[src/rtl/seg_scan_ctrl.sv]
// Scan controller for a common-anode multi-digit 7-segment display: blank gap, then drive, per digit.
// Optional feature macro LEADING_ZERO_BLANK_EN keeps anodes of leading-zero digits (k>0) dark.
module seg_scan_ctrl #(
    parameter int NUM_DIGITS = 4,
    parameter int DWELL_CYC  = 100000,
    parameter int BLANK_CYC  = 1000
) (
    input  logic                    i_clk,
    input  logic                    i_rst_n,
    input  logic                    i_enable,
    input  logic [4*NUM_DIGITS-1:0] i_digits_in,
    input  logic                    i_load,
    output logic                    o_load_ack,
    output logic [3:0]              o_disp_val,
    output logic [NUM_DIGITS-1:0]   o_an_n,
    output logic                    o_frame_tick
);

    localparam int IW = (NUM_DIGITS > 1) ? $clog2(NUM_DIGITS) : 1;
    localparam int DW = (DWELL_CYC > 1) ? $clog2(DWELL_CYC) : 1;
    localparam int BW = (BLANK_CYC > 1) ? $clog2(BLANK_CYC) : 1;
    localparam int VW = 4 * NUM_DIGITS;
    localparam logic [IW-1:0] LAST_IDX   = IW'(NUM_DIGITS - 1);
    localparam logic [DW-1:0] LAST_DWELL = DW'(DWELL_CYC - 1);
    localparam logic [BW-1:0] LAST_BLANK = BW'(BLANK_CYC - 1);

    typedef enum logic [1:0] {
        S_IDLE  = 2'd0,
        S_BLANK = 2'd1,
        S_DRIVE = 2'd2
    } state_t;

    state_t                r_state;
    logic [IW-1:0]         r_idx;
    logic [DW-1:0]         r_dwell_cnt;
    logic [BW-1:0]         r_blank_cnt;
    logic [VW-1:0]         r_active;
    logic [VW-1:0]         r_pending;
    logic                  r_pend_flag;
    logic                  r_load_ack;
    logic                  r_frame_tick;
    logic [3:0]            r_disp_val;
    logic [NUM_DIGITS-1:0] r_an_n;

    logic [IW-1:0]         w_idx_inc;
    logic [3:0]            w_cur_nib;
    logic [3:0]            w_next_nib;
    logic [NUM_DIGITS-1:0] w_sel_an;
    logic [VW-1:0]         w_commit_val;
    logic                  w_dark;

    assign w_idx_inc    = r_idx + IW'(1);
    assign w_cur_nib    = r_active[{r_idx, 2'b00} +: 4];
    assign w_next_nib   = r_active[{w_idx_inc, 2'b00} +: 4];
    assign w_sel_an     = ~(NUM_DIGITS'(1) << r_idx);
    // A load on the boundary cycle is newer than anything already pending.
    assign w_commit_val = i_load ? i_digits_in : r_pending;

`ifdef LEADING_ZERO_BLANK_EN
    assign w_dark = (r_idx != '0) && ((r_active >> {r_idx, 2'b00}) == '0);
`else
    assign w_dark = 1'b0;
`endif

    always_ff @(posedge i_clk or negedge i_rst_n) begin
        if (!i_rst_n) begin
            r_state      <= S_IDLE;
            r_idx        <= '0;
            r_dwell_cnt  <= '0;
            r_blank_cnt  <= '0;
            r_active     <= '0;
            r_pending    <= '0;
            r_pend_flag  <= 1'b0;
            r_load_ack   <= 1'b0;
            r_frame_tick <= 1'b0;
            r_disp_val   <= 4'h0;
            r_an_n       <= '1;
        end else begin
            r_frame_tick <= 1'b0;
            r_load_ack   <= 1'b0;
            if (i_load) begin
                r_pending   <= i_digits_in;
                r_pend_flag <= 1'b1;
            end
            if (!i_enable || (r_state == S_IDLE)) begin
                // Dark display; a scan always (re)starts at the blank gap of digit 0.
                r_state     <= i_enable ? S_BLANK : S_IDLE;
                r_idx       <= '0;
                r_dwell_cnt <= '0;
                r_blank_cnt <= '0;
                r_an_n      <= '1;
                if ((r_state == S_IDLE) && i_load) begin
                    r_active    <= i_digits_in;
                    r_pend_flag <= 1'b0;
                    r_load_ack  <= 1'b1;
                    r_disp_val  <= i_digits_in[3:0];
                end else begin
                    r_disp_val <= r_active[3:0];
                end
            end else begin
                case (r_state)
                    S_BLANK: begin
                        r_disp_val <= w_cur_nib;
                        if (r_blank_cnt == LAST_BLANK) begin
                            r_state     <= S_DRIVE;
                            r_dwell_cnt <= '0;
                            r_an_n      <= w_dark ? '1 : w_sel_an;
                        end else begin
                            r_blank_cnt <= r_blank_cnt + BW'(1);
                        end
                    end
                    S_DRIVE: begin
                        if (r_dwell_cnt == LAST_DWELL) begin
                            r_state     <= S_BLANK;
                            r_blank_cnt <= '0;
                            r_an_n      <= '1;
                            if (r_idx == LAST_IDX) begin
                                // Frame boundary: the only point where a running scan swaps values.
                                r_idx        <= '0;
                                r_frame_tick <= 1'b1;
                                if (i_load || r_pend_flag) begin
                                    r_active    <= w_commit_val;
                                    r_pend_flag <= 1'b0;
                                    r_load_ack  <= 1'b1;
                                    r_disp_val  <= w_commit_val[3:0];
                                end else begin
                                    r_disp_val <= r_active[3:0];
                                end
                            end else begin
                                r_idx      <= w_idx_inc;
                                r_disp_val <= w_next_nib;
                            end
                        end else begin
                            r_dwell_cnt <= r_dwell_cnt + DW'(1);
                        end
                    end
                    default: r_state <= S_IDLE;
                endcase
            end
        end
    end

    assign o_load_ack   = r_load_ack;
    assign o_frame_tick = r_frame_tick;
    assign o_disp_val   = r_disp_val;
    assign o_an_n       = r_an_n;

endmodule
[config.mk]
export PLATFORM = sky130hd
export DESIGN_NAME = seg_scan_ctrl
export DESIGN_NICKNAME = d
export VERILOG_FILES = /design/src/rtl/seg_scan_ctrl.sv
export SDC_FILE = /design/constraint.sdc
export NUM_CORES = 1
export LEC_CHECK = 0
export CAP_MARGIN = 20
export CORE_ASPECT_RATIO = 1.4
export CORE_MARGIN = 4
export CORE_UTILIZATION = 53
export CTS_CLUSTER_DIAMETER = 80
export DETAILED_ROUTE_END_ITERATION = 10
export HOLD_SLACK_MARGIN = 0.02
export PLACE_DENSITY = 0.76
export SKIP_CTS_REPAIR_TIMING = 1
export SYNTH_ARGS = -nofsm -noshare
export SYNTH_HDL_FRONTEND = slang
export SYNTH_SLANG_ARGS = --single-unit
[constraint.sdc]
create_clock -name i_clk -period 2.4 [get_ports i_clk]
set_input_delay 0.6 -clock i_clk [delete_from_list [all_inputs] [get_ports i_clk]]
set_output_delay 0.6 -clock i_clk [all_outputs]
set_load 0.01 [all_outputs]
Word level (Yosys, flattened, before mapping) --
Cells that the tools add are included.
Word-level totals: register bits 74
Cells by class: add/sub/neg operators 3, bitwise logic cells 1, shifts and indexed selects 3, multiplexer cells 51, reductions and logical operators 17, eq/ne operators 10
Operators by type and width (number):
- 16-bit 2-to-1 mux | 7
- 17-bit 2-to-1 mux | 3
- 17-bit one-hot mux with 2 select lines | 1
- 4-bit 2-to-1 mux | 8
- 16-bit by 5-bit indexed part select with 4-bit output | 2
- 10-bit 2-to-1 mux | 3
- 10-bit one-hot mux with 2 select lines | 1
- 1-bit 2-to-1 mux | 18
- 17-bit by 1-bit adder with 17-bit output, second input constant | 1
- 17-bit == test, second input constant | 1
- 4-bit one-hot mux with 2 select lines | 2
- 2-bit 2-to-1 mux | 7
- 3-bit inequality test, second input constant | 4
- 10-bit by 1-bit adder with 10-bit output, second input constant | 1
- 10-bit == test, second input constant | 1
- 3-bit AND reduction | 3
- 2-bit nonzero test | 4
- 2-bit AND reduction | 3
- 5-bit AND reduction | 1
- 2-bit == test, second input constant | 2
- 4-bit inverter | 1
- 2-bit one-hot mux with 2 select lines | 1
- 1-bit by 2-bit left shift with 4-bit output, first input constant | 1
- 3-bit nonzero test | 1
- 7 further kinds | 8

Longest topological paths before layout --
depth in word-level cells 6, gate-level depth with buffers 10, gate-level depth less buffers 7

Worst setup path after synthesis --
OpenSTA, ideal clock, no wires.
path kind reg-to-reg, from register r_idx[0], to register r_disp_val[0] (netlist: o_disp_val[0]), cell stages (with the launch flop) 11, buffers on the path 3, data arrival time 2.460 ns, library setup time 0.134 ns, data required time 2.266 ns, path slack -0.195 ns, cells stage by stage dfrtp_1 -> clkbuf_1 -> clkbuf_1 -> inv_1 -> ha_1 -> clkbuf_1 -> mux4_2 -> nand2b_1 -> nand3_1 -> nand3_1 -> a31oi_1
Between the ends: cells in the longest elaborated chain, start to end 6, elaborated cells on any way between the ends 8, those cells by class add/sub (1); eq/ne (1); shift (2); mux (4)
Ends and longest elaborated chain:
- start, declared | RTL line 34 | logic [IW-1:0] r_idx;
- start signal, assigned | RTL line 130 | r_idx <= w_idx_inc;
- 2-bit by 1-bit adder with 2-bit output | RTL line 52 | assign w_idx_inc = r_idx + IW'(1);
- 16-bit by 5-bit indexed part select with 4-bit output | RTL line 54 | assign w_next_nib = r_active[{w_idx_inc, 2'b00} +: 4];
- 4-bit 2-to-1 mux | RTL line 117 | if (r_idx == LAST_IDX) begin
- 4-bit 2-to-1 mux | RTL line 113 | if (r_dwell_cnt == LAST_DWELL) begin
- 4-bit one-hot mux with 2 select lines (*) | RTL line 101 | case (r_state)
- 4-bit 2-to-1 mux (*) | RTL line 85 | if (!i_enable || (r_state == S_IDLE)) begin
- end signal, assigned | RTL line 98 | r_disp_val <= r_active[3:0];
- end signal, assigned | RTL line 103 | r_disp_val <= w_cur_nib;
- end signal, assigned | RTL line 125 | r_disp_val <= w_commit_val[3:0];
- end, declared | RTL line 42 | logic [3:0] r_disp_val;
Every way passes the cells marked *; elsewhere a longest branch is shown, timed or not. The select of a mux whose other input is x is not followed. A chain may end at the register's enable or synchronous reset.

Final worst setup path --
from register r_dwell_cnt[13], to register r_blank_cnt[0]
Between the ends: cells in the longest elaborated chain, start to end 3
Ends and longest elaborated chain:
- start, declared | RTL line 35 | logic [DW-1:0] r_dwell_cnt;
- start signal, assigned | RTL line 134 | r_dwell_cnt <= r_dwell_cnt + DW'(1);
- 17-bit == test | RTL line 113
- 3-bit inequality test (no line)
- 3-bit AND reduction (no line)
- end signal, assigned | RTL line 109 | r_blank_cnt <= r_blank_cnt + BW'(1);
- end, declared | RTL line 36 | logic [BW-1:0] r_blank_cnt;
No other way between the ends.

==> results.rst <==
.. list-table::
   :header-rows: 1

   * - Metric
     - Value
   * - Sum of routed wire length over all layers
     - 9520 µm
   * - Layout Nets
     - 470
   * - Number of flops mapped to enable cells by yosys
     - 0
   * - Initial core utilization
     - 0.552
   * - Net count of the mapped netlist
     - 434
   * - Final weighted congestion in routability-driven placement
     - 0.928
   * - Critical path class
     - reg -> reg
   * - Clock network fraction of design power
     - 0.335
   * - Antenna diode count
     - 0
   * - Async set or reset register ratio after synthesis
     - 1.00
   * - Leading cell type in the layout, fill and taps excluded
     - dfrtp_1
   * - Clk root buf
     - clkbuf_8
   * - Relative max-transition margin
     - 0.602
   * - Flip-flop and latch count after synthesis
     - 74
   * - Placeable Area
     - 7450 µm²
   * - Number of sinks on the clock net
     - 74
   * - CTS buffer count
     - 9
   * - Result of the run
     - completed
   * - Die extent in x
     - 82.4 µm
   * - Xor and xnor area share after synthesis
     - 0
   * - Fraction of the cycle the final worst path needs
     - 0.921
   * - Maximum clock insertion buffer count
     - 2
   * - Number of fillers in the final layout
     - 593
   * - Power density over the cells
     - 661 nW/µm²
   * - Design internal power
     - 2.32 mW
   * - Area fraction in compound gates after synthesis
     - 0.149
   * - Leakage component of the power
     - 2.21 nW
   * - Gr usage total
     - 0.225
   * - Detailed Route Iter0 Violations
     - 149
   * - Antenna Violating Nets Remaining
     - 0
   * - Total Negative Setup Slacks
     - 0 ps
   * - Port bufs
     - 29
   * - Y dimension of the die
     - 112 µm
   * - RSZ-0062 raised after global routing
     - false
   * - Setup crit end kind
     - flip-flop
   * - Layout Skew
     - 4.68 ps
   * - Leftover overflow at the end of global routing
     - 0
   * - Max frequency
     - 0.452 GHz
   * - Synthesized-area fraction occupied by and/or/nand/nor cells
     - 0.161
   * - Adder and majority cell fraction of the synthesized area
     - 0.0183
   * - Tmin final
     - 2210 ps
   * - Share of layout cells above drive strength 1
     - 0.183
   * - Number of failing hold endpoints at the final stage
     - 0
   * - Routed WL per cell
     - 17.4 µm
   * - Peak VDD IR
     - 0.455 mV
   * - H-tree Lvls
     - 3
   * - Vias per cell
     - 6.15
   * - Full die area
     - 9250 µm²
   * - Library cells used by synthesis
     - 55
   * - Data arrival time at the worst-slack endpoint
     - 2450 ps
   * - Synthesis warning total
     - 0
   * - Largest fanout on the critical path
     - 6
   * - Cell Rows
     - 37
   * - Class of the tightest hold or removal check
     - in -> async
   * - Synth Instances
     - 408
   * - Max Cap Violations
     - 0
   * - Final count of pins violating max slew
     - 0
   * - Vias post-DR
     - 3358
   * - Number of global-route vias before repair
     - 3338
   * - Multiplexer area fraction after synthesis
     - 0.171
   * - Area added between synthesis and finish
     - 17.9%
   * - Largest net degree at the start of global routing
     - 39
   * - Dominant combinational cell family by area after synthesis
     - multiplexers
   * - Launching element type of the critical path
     - flip-flop
   * - Cell count after placement
     - 530
   * - Combinational power share
     - 0.197
   * - Data required time at the worst endpoint
     - 2640 ps
   * - Number of iterations in the first detailed-routing pass
     - 4
   * - Primary flip-flop cell chosen by synthesis mapping
     - dfrtp_1
   * - Flop pwr share
     - 0.469
   * - Sequential share of the synthesized area
     - 0.452
   * - Net switching power
     - 0.881 mW
   * - Top library cells by usage in the layout, fill and taps aside
     - dfrtp_1, mux2i_1, o21ai_0, clkdlybuf4s50_1, nand2_1
   * - Slew at the pin with the worst max-slew slack
     - 590 ps
   * - CTS tree
     - done
   * - Synthesized area per cell
     - 10.1 µm²
   * - Detailed placement HPWL
     - 6760 µm
   * - Ports placed on the boundary
     - 30
   * - Total DRC errors in the routed layout
     - 0
   * - Reg clk slew, reported paths
     - 80 ps
   * - Final-report setup violation count
     - 0
   * - Post-Layout Cell Count
     - 546
   * - Post-synthesis instance area
     - 4110 µm²
   * - First-pass GRT wire length
     - 16200 µm
   * - Initial antenna violation count
     - 0
   * - Later-pin clock latency in the skew report
     - 350 ps
   * - Switching part of the total
     - 0.275
==> cells in the mapped netlist, drive strengths merged, types with 2 or more instances <==
| cell type | n | area [µm²] |
|---|---|---|
| nand3 | 19 | 95.1 |
| buf | 4 | 26.3 |
| or3 | 2 | 17.5 |
| nand2b | 8 | 50.1 |
| and4 | 4 | 35.0 |
| a2bb2oi | 4 | 35.0 |
| inv | 22 | 82.6 |
| o22ai | 2 | 12.5 |
| a41oi | 2 | 17.5 |
| nor2 | 20 | 85.1 |
| mux2i | 36 | 360 |
| nor4 | 2 | 27.5 |
| clkbuf | 22 | 92.6 |
| a22oi | 4 | 30.0 |
| o211ai | 4 | 30.0 |
| o21a | 2 | 15.0 |
| mux4 | 4 | 90.1 |
| a31oi | 8 | 50.1 |
| o31ai | 6 | 45.0 |
| nor2b | 2 | 12.5 |
| o41ai | 2 | 17.5 |
| mux2 | 22 | 251 |
| or4 | 2 | 22.5 |
| dfstp | 4 | 105 |
| ha | 6 | 75.1 |
| and2 | 4 | 25.0 |
| nand2 | 27 | 104 |
| a21oi | 23 | 115 |
| o2111ai | 4 | 35.0 |
| o21ai | 35 | 175 |
| and3 | 8 | 52.6 |
| nor3 | 4 | 20.0 |
| a22o | 2 | 20.0 |
| nand4 | 10 | 62.6 |
| dfrtp | 70 | 1750 |
==> final cells by class <==
type	instances	area, µm²	area share
Clock inverter	5	77.6	0.0160
Tap cell	97	121	0.0250
Clock buffer	11	141	0.0292
Timing Repair Buffer	51	503	0.104
Sequential cell	74	1860	0.383
Multi-Input combinational cell	286	2060	0.426
Inverter	22	82.6	0.0170
==> metal layers <==
layer	GRT usage	up-vias	wire [µm]
met5	0	-	0
met4	0.0898	0	289
met3	0.0449	25	346
met2	0.372	73	4970
met1	0.284	1696	3910
li1	-	1564	-
==> logic make-up after synthesis <==
family / after synthesis
and+or+nand+nor: 118
AOI/OAI and AO/OA: 100
DFF: 74
muxes: 62
adders and majority gates: 6
buffers and inverters: 48
==> registers in the layout (all words and copies together) (netlist names), named ones only <==
signal / count
o_an_n: 4
r_dwell_cnt: 17
o_frame_tick: 1
o_load_ack: 1
r_state: 2
r_blank_cnt: 10
r_active: 16
r_idx: 2
o_disp_val: 4
r_pending: 16
==> path summary, 6_finish.rpt <==
path	start	end	slack, ps	cells past startpoint
worst max register to register	r_dwell_cnt[13]$_DFFE_PN0P_	r_blank_cnt[0]$_DFFE_PN0P_	190	5
worst max-delay path	r_dwell_cnt[13]$_DFFE_PN0P_	r_blank_cnt[0]$_DFFE_PN0P_	190	5
worst min register to register	r_pending[7]$_DFF_PN0_	r_pending[7]$_DFF_PN0_	500	1
worst min-delay path	i_rst_n	r_blank_cnt[8]$_DFFE_PN0P_	210	1
max in group asynchronous	i_rst_n	r_active[0]$_DFFE_PN0P_	1630	2
min in group i_clk	r_pending[7]$_DFF_PN0_	r_pending[7]$_DFF_PN0_	500	1
==> worst max-delay path, stage by stage (launching register included) <==
cell and delay (ps):
dfrtp_1 430, or4_4 580, nor4_4 400, nor2_4 50, or3_4 380, mux2_4 260
==> power groups by stage <==
stage               clock, mW  combinational (mW)  sequential [mW]
global route             1.16               0.700             1.52
CTS                      1.10               0.636             1.50
global placement            0               0.610             1.51
floorplan                   0               0.416             1.48
finish                   1.07               0.630             1.50
detailed placement          0               0.634             1.52
==> per-stage QoR <==
step	hold slack, ps	power (mW)	cell area (µm²)	setup slack, ps	util
detailed placement	487	2.15	4630	92.1	0.621
global placement	476	2.12	4630	133	0.621
global route	230	3.37	4850	47.0	0.650
finish	212	3.20	4850	189	0.650
CTS	212	3.23	4850	181	0.650
floorplan	304	1.90	4110	55.8	-
(Power assumes the default switching activity.)
